[config.mk]
export PLATFORM = sky130hd
export DESIGN_NAME = multicycle_controller
export DESIGN_NICKNAME = d
export VERILOG_FILES = /design/src/rtl/cpu_defs_pkg.sv /design/src/rtl/mem_wait_timer.sv /design/src/rtl/multicycle_controller.sv
export SDC_FILE = /design/constraint.sdc
export NUM_CORES = 1
export LEC_CHECK = 0
export BUFFER_PORTS_ARGS = -buffer_cell sky130_fd_sc_hd__buf_2
export CORE_MARGIN = 3
export CORE_UTILIZATION = 45
export CTS_CLUSTER_SIZE = 10
export DETAILED_ROUTE_END_ITERATION = 12
export PLACE_DENSITY = 0.82
export SYNTH_ARGS = -nofsm -noshare
export SYNTH_HDL_FRONTEND = slang
export SYNTH_SLANG_ARGS = --single-unit
[constraint.sdc]
create_clock -name clk -period 2.26 [get_ports clk]
set_input_delay 0.339 -clock clk [delete_from_list [all_inputs] [get_ports clk]]
set_output_delay 0.339 -clock clk [all_outputs]
set_load 0.02 [all_outputs]
[src/rtl/cpu_defs_pkg.sv]
// Shared definitions for the multicycle MIPS control path: instruction fields,
// datapath mux encodings, ALU operations and the controller state set.
package cpu_defs_pkg;

   localparam logic [5:0] OP_R    = 6'b000000;
   localparam logic [5:0] OP_J    = 6'b000010;
   localparam logic [5:0] OP_JAL  = 6'b000011;
   localparam logic [5:0] OP_BEQ  = 6'b000100;
   localparam logic [5:0] OP_BNE  = 6'b000101;
   localparam logic [5:0] OP_ADDI = 6'b001000;
   localparam logic [5:0] OP_XORI = 6'b001110;
   localparam logic [5:0] OP_LW   = 6'b100011;
   localparam logic [5:0] OP_SW   = 6'b101011;

   localparam logic [5:0] FN_ADD  = 6'b100000;
   localparam logic [5:0] FN_SUB  = 6'b100010;
   localparam logic [5:0] FN_SLT  = 6'b101010;
   localparam logic [5:0] FN_JR   = 6'b001000;

   localparam logic [2:0] ALU_ADD = 3'b000;
   localparam logic [2:0] ALU_SUB = 3'b001;
   localparam logic [2:0] ALU_XOR = 3'b010;
   localparam logic [2:0] ALU_SLT = 3'b011;

   localparam logic [1:0] PC_ALU    = 2'd0;
   localparam logic [1:0] PC_ALUOUT = 2'd1;
   localparam logic [1:0] PC_JUMP   = 2'd2;
   localparam logic [1:0] PC_RS     = 2'd3;

   localparam logic [1:0] DST_RT  = 2'd0;
   localparam logic [1:0] DST_RD  = 2'd1;
   localparam logic [1:0] DST_R31 = 2'd2;

   localparam logic [1:0] WB_ALUOUT = 2'd0;
   localparam logic [1:0] WB_MDR    = 2'd1;
   localparam logic [1:0] WB_PC     = 2'd2;

   localparam logic [1:0] SRCB_RT   = 2'd0;
   localparam logic [1:0] SRCB_FOUR = 2'd1;
   localparam logic [1:0] SRCB_IMM  = 2'd2;
   localparam logic [1:0] SRCB_BOFF = 2'd3;

   typedef enum logic [3:0] {
      S_FETCH, S_DECODE, S_MEM_ADDR, S_MEM_RD, S_MEM_WB, S_MEM_WR,
      S_EXEC_R, S_WB_R, S_EXEC_I, S_WB_I, S_BRANCH, S_JUMP, S_JAL, S_JR, S_HALT
   } state_t;

   function automatic logic r_alu_funct(input logic [5:0] fn);
      return (fn == FN_ADD) || (fn == FN_SUB) || (fn == FN_SLT);
   endfunction

endpackage

[src/rtl/mem_wait_timer.sv]
// Counts consecutive cycles a memory request goes unanswered; flags a timeout
// once MEM_WAIT_MAX such cycles have elapsed.
module mem_wait_timer #(
   parameter int unsigned MEM_WAIT_MAX = 15
) (
   input  logic clk,
   input  logic reset,
   input  logic waiting,
   output logic timeout
);

   localparam int unsigned CW = $clog2(MEM_WAIT_MAX + 1);

   logic [CW-1:0] count;

   // Any cycle without an outstanding unanswered request restarts the count.
   always_ff @(posedge clk or posedge reset) begin
      if (reset)        count <= '0;
      else if (waiting) count <= count + 1'b1;
      else              count <= '0;
   end

   assign timeout = (count == CW'(MEM_WAIT_MAX));

endmodule

[src/rtl/multicycle_controller.sv]
// Main control FSM of the multicycle MIPS core: sequences the shared ALU,
// register file, IR/PC and the unified memory port.
module multicycle_controller #(
   parameter int unsigned MEM_WAIT_MAX = 15,
   parameter int unsigned ALU_OP_W     = 3
) (
   input  logic                clk,
   input  logic                reset,
   input  logic [5:0]          opcode,
   input  logic [5:0]          funct,
   input  logic                alu_zero,
   input  logic                mem_ready,
   output logic                mem_req,
   output logic                mem_we,
   output logic                iord,
   output logic                ir_we,
   output logic                pc_we,
   output logic [1:0]          pc_src,
   output logic                reg_we,
   output logic [1:0]          reg_dst,
   output logic [1:0]          wb_sel,
   output logic                alu_src_a,
   output logic [1:0]          alu_src_b,
   output logic                imm_zext,
   output logic [ALU_OP_W-1:0] alu_op,
   output logic                halted,
   output logic                illegal,
   output logic                bus_err
);
   import cpu_defs_pkg::*;

   state_t     state, next_state;
   logic       timeout, waiting;
   logic       set_illegal, set_bus_err;
   logic [2:0] aop;

   assign waiting = mem_req & ~mem_ready;
   assign alu_op  = ALU_OP_W'(aop);

   mem_wait_timer #(.MEM_WAIT_MAX(MEM_WAIT_MAX)) u_wait (
      .clk     (clk),
      .reset   (reset),
      .waiting (waiting),
      .timeout (timeout)
   );

   always_ff @(posedge clk or posedge reset) begin
      if (reset) begin
         state   <= S_FETCH;
         halted  <= 1'b0;
         illegal <= 1'b0;
         bus_err <= 1'b0;
      end else begin
         state <= next_state;
         if (next_state == S_HALT) halted  <= 1'b1;
         if (set_illegal)          illegal <= 1'b1;
         if (set_bus_err)          bus_err <= 1'b1;
      end
   end

   // Decode is gated by reset so an access in flight drops the instant reset rises.
   always_comb begin
      next_state  = state;
      set_illegal = 1'b0;
      set_bus_err = 1'b0;
      mem_req     = 1'b0;
      mem_we      = 1'b0;
      iord        = 1'b0;
      ir_we       = 1'b0;
      pc_we       = 1'b0;
      pc_src      = PC_ALU;
      reg_we      = 1'b0;
      reg_dst     = DST_RT;
      wb_sel      = WB_ALUOUT;
      alu_src_a   = 1'b0;
      alu_src_b   = SRCB_RT;
      imm_zext    = 1'b0;
      aop         = ALU_ADD;
      if (!reset) begin
         case (state)
            S_FETCH: begin
               alu_src_b = SRCB_FOUR;
               if (timeout) begin
                  next_state  = S_HALT;
                  set_bus_err = 1'b1;
               end else begin
                  mem_req = 1'b1;
                  if (mem_ready) begin
                     ir_we      = 1'b1;
                     pc_we      = 1'b1;
                     next_state = S_DECODE;
                  end
               end
            end
            S_DECODE: begin
               alu_src_b = SRCB_BOFF;
               case (opcode)
                  OP_LW, OP_SW:     next_state = S_MEM_ADDR;
                  OP_BEQ, OP_BNE:   next_state = S_BRANCH;
                  OP_ADDI, OP_XORI: next_state = S_EXEC_I;
                  OP_J:             next_state = S_JUMP;
                  OP_JAL:           next_state = S_JAL;
                  OP_R: begin
                     if (funct == FN_JR)          next_state = S_JR;
                     else if (r_alu_funct(funct)) next_state = S_EXEC_R;
                     else begin
                        next_state  = S_HALT;
                        set_illegal = 1'b1;
                     end
                  end
                  default: begin
                     next_state  = S_HALT;
                     set_illegal = 1'b1;
                  end
               endcase
            end
            S_MEM_ADDR: begin
               alu_src_a  = 1'b1;
               alu_src_b  = SRCB_IMM;
               next_state = (opcode == OP_LW) ? S_MEM_RD : S_MEM_WR;
            end
            S_MEM_RD, S_MEM_WR: begin
               iord = 1'b1;
               if (timeout) begin
                  next_state  = S_HALT;
                  set_bus_err = 1'b1;
               end else begin
                  mem_req = 1'b1;
                  mem_we  = (state == S_MEM_WR);
                  if (mem_ready) next_state = (state == S_MEM_RD) ? S_MEM_WB : S_FETCH;
               end
            end
            S_MEM_WB: begin
               reg_we     = 1'b1;
               wb_sel     = WB_MDR;
               next_state = S_FETCH;
            end
            S_EXEC_R: begin
               alu_src_a = 1'b1;
               if (funct == FN_SUB)      aop = ALU_SUB;
               else if (funct == FN_SLT) aop = ALU_SLT;
               next_state = S_WB_R;
            end
            S_WB_R: begin
               reg_we     = 1'b1;
               reg_dst    = DST_RD;
               next_state = S_FETCH;
            end
            S_EXEC_I: begin
               alu_src_a = 1'b1;
               alu_src_b = SRCB_IMM;
               if (opcode == OP_XORI) begin
                  imm_zext = 1'b1;
                  aop      = ALU_XOR;
               end
               next_state = S_WB_I;
            end
            S_WB_I: begin
               reg_we     = 1'b1;
               next_state = S_FETCH;
            end
            S_BRANCH: begin
               alu_src_a = 1'b1;
               aop       = ALU_SUB;
               if (((opcode == OP_BEQ) && alu_zero) || ((opcode == OP_BNE) && !alu_zero)) begin
                  pc_we  = 1'b1;
                  pc_src = PC_ALUOUT;
               end
               next_state = S_FETCH;
            end
            S_JUMP: begin
               pc_we      = 1'b1;
               pc_src     = PC_JUMP;
               next_state = S_FETCH;
            end
            S_JAL: begin
               reg_we     = 1'b1;
               reg_dst    = DST_R31;
               wb_sel     = WB_PC;
               pc_we      = 1'b1;
               pc_src     = PC_JUMP;
               next_state = S_FETCH;
            end
            S_JR: begin
               pc_we      = 1'b1;
               pc_src     = PC_RS;
               next_state = S_FETCH;
            end
            default: ;
         endcase
      end
   end

endmodule
==> impl_metrics.xml <==
<?xml version="1.0" encoding="UTF-8"?>
<metrics>
  <group name="layout">
    <metric name="stdcell_count" unit="">242</metric>
    <metric name="final_net_count" unit="">230</metric>
    <metric name="antenna_cells" unit="">0</metric>
    <metric name="drive_above_1_share" unit="">0.354</metric>
    <metric name="finalCoreUtilization" unit="">0.622</metric>
    <metric name="area_delta_synth_final" unit="%">24.1</metric>
  </group>
  <group name="drt">
    <metric name="remaining_antenna_violation_count" unit="">0</metric>
    <metric name="finalWirelength" unit="um">3580</metric>
    <metric name="vias" unit="">1498</metric>
    <metric name="drt_pass1_iterations" unit="">4</metric>
    <metric name="drt_iter0_markers" unit="">62</metric>
    <metric name="remaining_drc_errors" unit="">0</metric>
    <metric name="vias_per_cell" unit="">6.19</metric>
    <metric name="wl_per_cell" unit="um">14.8</metric>
  </group>
  <group name="sta">
    <metric name="fmaxAchievable" unit="MHz">457</metric>
    <metric name="report.final.slew_viol_count" unit="">0</metric>
    <metric name="fin_skew" unit="ps">7.02</metric>
    <metric name="setup_ws" unit="ps">72.6</metric>
    <metric name="fin_tns_setup" unit="ps">0</metric>
    <metric name="fin_crit" unit="ps">2190</metric>
    <metric name="post-route-period-util" unit="">0.968</metric>
    <metric name="setup_repair_after_global_routing_missed_its_margin" unit="">false</metric>
    <metric name="finalSetupViolCount" unit="">0</metric>
    <metric name="final_hold_viol_count" unit="">0</metric>
  </group>
  <group name="global_route">
    <metric name="antenna_found_initial" unit="">0</metric>
    <metric name="grt_overflow" unit="">0</metric>
    <metric name="grt_pass1_vias" unit="">1326</metric>
    <metric name="pin_count_of_the_biggest_net_entering_global_routing" unit="">22</metric>
    <metric name="grt_pass1_wl" unit="um">5650</metric>
    <metric name="grt_util_all_layers" unit="">0.202</metric>
  </group>
  <group name="die">
    <metric name="row_count" unit="">18</metric>
    <metric name="coreArea" unit="sq um">2610</metric>
    <metric name="die_area" unit="sq um">3590</metric>
    <metric name="initial_utilization" unit="">0.501</metric>
    <metric name="top_level_ports" unit="">38</metric>
    <metric name="chipHeight" unit="um">59.9</metric>
    <metric name="die_w" unit="um">59.9</metric>
  </group>
  <group name="power">
    <metric name="power.ir.vdd_worst" unit="uV">564</metric>
    <metric name="post-layout-total-power" unit="uW">1460</metric>
    <metric name="power.leakage" unit="uW">0.000713</metric>
    <metric name="power-per-cell-area" unit="nW/um^2">901</metric>
  </group>
  <group name="critical_path">
    <metric name="critPathRequiredTime" unit="ps">1920</metric>
    <metric name="worstRegToRegCells" unit="">7</metric>
    <metric name="critPathArrivalTime" unit="ps">1850</metric>
    <metric name="regToRegStartpoint" unit="">state[2]$_DFF_PP0_</metric>
    <metric name="reg2reg_slack" unit="ps">210</metric>
    <metric name="worst-setup-path-type" unit="">reg2out</metric>
    <metric name="critical_path_peak_fanout" unit="">14</metric>
    <metric name="worst_setup_path_end_kind" unit="">output pin</metric>
    <metric name="crit_path_start_kind" unit="">flip-flop</metric>
    <metric name="worst_r2r_endpoint" unit="">halted$_DFFE_PP0N_</metric>
  </group>
  <group name="synthesis">
    <metric name="count_of_yosys_warnings_during_synthesis" unit="">0</metric>
    <metric name="synth_async_sr_flop_share" unit="">1.00</metric>
    <metric name="syn-num-nets" unit="">194</metric>
    <metric name="yosysMostFrequentCell" unit="">nor2_1</metric>
    <metric name="yosys.area.top_type" unit="">dfrtp_1</metric>
    <metric name="syn_inst" unit="">177</metric>
    <metric name="synth.distinct_cells" unit="">62</metric>
    <metric name="synth-edff-count" unit="">0</metric>
    <metric name="dominantRegCellSynth" unit="">dfrtp_1</metric>
    <metric name="synthTopCellsByArea" unit="">dfrtp_1 21%, nor2_1 5.2%, nand2b_1 4.3%</metric>
    <metric name="syn-mean-instance-area" unit="sq um">7.39</metric>
    <metric name="synth.cells.most_frequent" unit="">18 x nor2_1, 11 x dfrtp_1, 10 x a21oi_1, 10 x nand2_1</metric>
    <metric name="synthDominantCellAreaShare" unit="">0.210</metric>
    <metric name="ys_seq_area_frac" unit="">0.210</metric>
    <metric name="postSynthRegisterBits" unit="">11</metric>
    <metric name="post_synth_instance_area" unit="sq um">1310</metric>
  </group>
  <group name="min_path">
    <metric name="hold_path.class" unit="">in2async</metric>
  </group>
  <group name="run">
    <metric name="drv.max_cap_violation_count" unit="">0</metric>
  </group>
  <group name="clock_tree">
    <metric name="clockBufferDepth" unit="">2</metric>
    <metric name="clock_insertion_delay_worst_skew" unit="ps">270</metric>
    <metric name="tritoncts.num_buffers" unit="">3</metric>
    <metric name="cts_root_buf" unit="">clkbuf_4</metric>
    <metric name="htree_levels" unit="">1</metric>
    <metric name="clock_tree_from_tritoncts" unit="">yes</metric>
    <metric name="numClockSinks" unit="">11</metric>
    <metric name="hold_buffers" unit="">0</metric>
    <metric name="post_cts_buffers" unit="">0</metric>
    <metric name="path_clk_slew" unit="ps">80</metric>
  </group>
  <group name="place">
    <metric name="port-buffer-count" unit="">36</metric>
    <metric name="post-place-ws" unit="ps">169</metric>
    <metric name="post-dp-hpwl" unit="um">2660</metric>
    <metric name="place.gp.congestion" unit="">0.848</metric>
    <metric name="dpl.cell_count" unit="">238</metric>
  </group>
  <group name="status">
    <metric name="outcome" unit="">completed</metric>
  </group>
</metrics>
==> repair_timing <==
action / in CTS / in global routing
resized for setup: 1 / 15
endpoints found under the setup margin: 2 / 6
hold endpoints to repair: 0 / 0
==> stage by stage <==
step / hold WS [ps] / instance area [sq um]
after CTS: 203 / 1570
after global routing: 264 / 1620
after global placement: 448 / 1540
final: 235 / 1620
after detailed placement: 442 / 1540
after floorplan: 385 / 1320
==> where the power goes <==
group          internal [uW]  switching, uW  total (uW)
clock network           65.6           69.5         135
logic                    416            561         978
registers                247            104         350
==> layer usage <==
layer / share of wire / track usage / wire length (um) / up-vias
met2: 0.49 / 0.319 / 1740 / 56
li1: - / - / - / 726
met5: 0 / 0 / 0 / -
met1: 0.44 / 0.277 / 1580 / 708
met4: 0.018 / 0.0918 / 66 / 0
met3: 0.054 / 0.0194 / 193 / 8
==> cell families (layout without fill, tap and decap cells) <==
group	count (synthesis)	in the layout	share of synthesized area
AND/OR/NAND/NOR	87	87	0.376
other	1	1	0.00287
flip-flops	11	11	0.210
AO/OA/AOI/OAI	46	46	0.278
buffers and inverters	26	61	0.0899
adder cells (fa/ha/maj)	1	1	0.00956
XOR/XNOR	5	5	0.0335
==> sequential cells by signal, summed over array words and instances (netlist names) <==
signal / cells
state: 4
u_wait.count: 4
bus_err: 1
halted: 1
illegal: 1
==> worst max-delay path, stage by stage (launching register included) <==
cell	delay (ps)
dfrtp_2	480
buf_4	210
nor4bb_1	280
a31oi_1	130
nor3_2	260
buf_2	210
==> how the worst max path moves through the flow <==
stage | end | slack [ps] | start | cells past startpoint
2_1_floorplan | ir_we | 210 | state[2]$_DFF_PP0_ | 4
3_3_place_gp | halted$_DFFE_PP0N_ | 230 | opcode[0] | 6
3_5_place_dp | halted$_DFFE_PP0N_ | 170 | opcode[0] | 6
4_1_cts | mem_req | 5 | state[2]$_DFF_PP0_ | 5
5_1_grt | pc_we | 4 | state[3]$_DFF_PP0_ | 6
6_report | mem_req | 70 | state[3]$_DFF_PP0_ | 5
==> placed cells by master, fill, tap and decap left out, types with 3 or more instances in the layout <==
| cell | n |
|---|---|
| clkbuf_4 | 3 |
| xor2_1 | 3 |
| buf_2 | 35 |
| dfrtp_2 | 4 |
| nor3_1 | 7 |
| and3_1 | 3 |
| nand3_1 | 4 |
| o21ai_0 | 7 |
| nand2b_1 | 9 |
| inv_1 | 8 |
| nor2_1 | 18 |
| nand2_1 | 10 |
| nor4_1 | 4 |
| buf_4 | 14 |
| a21oi_1 | 10 |
| nor2b_1 | 4 |
| a31oi_1 | 3 |
| dfrtp_1 | 7 |
==> area by class of cell <==
cell class | count | area (sq um)
fillers | 222 | 988
clock inverters | 1 | 5.00
repair buffers | 49 | 280
multi-input cells | 140 | 968
flip-flops and latches | 11 | 280
well taps | 30 | 37.5
clock buffers | 3 | 22.5
inverters | 8 | 30.0
Note: power is estimated with default switching activity, not from simulation.
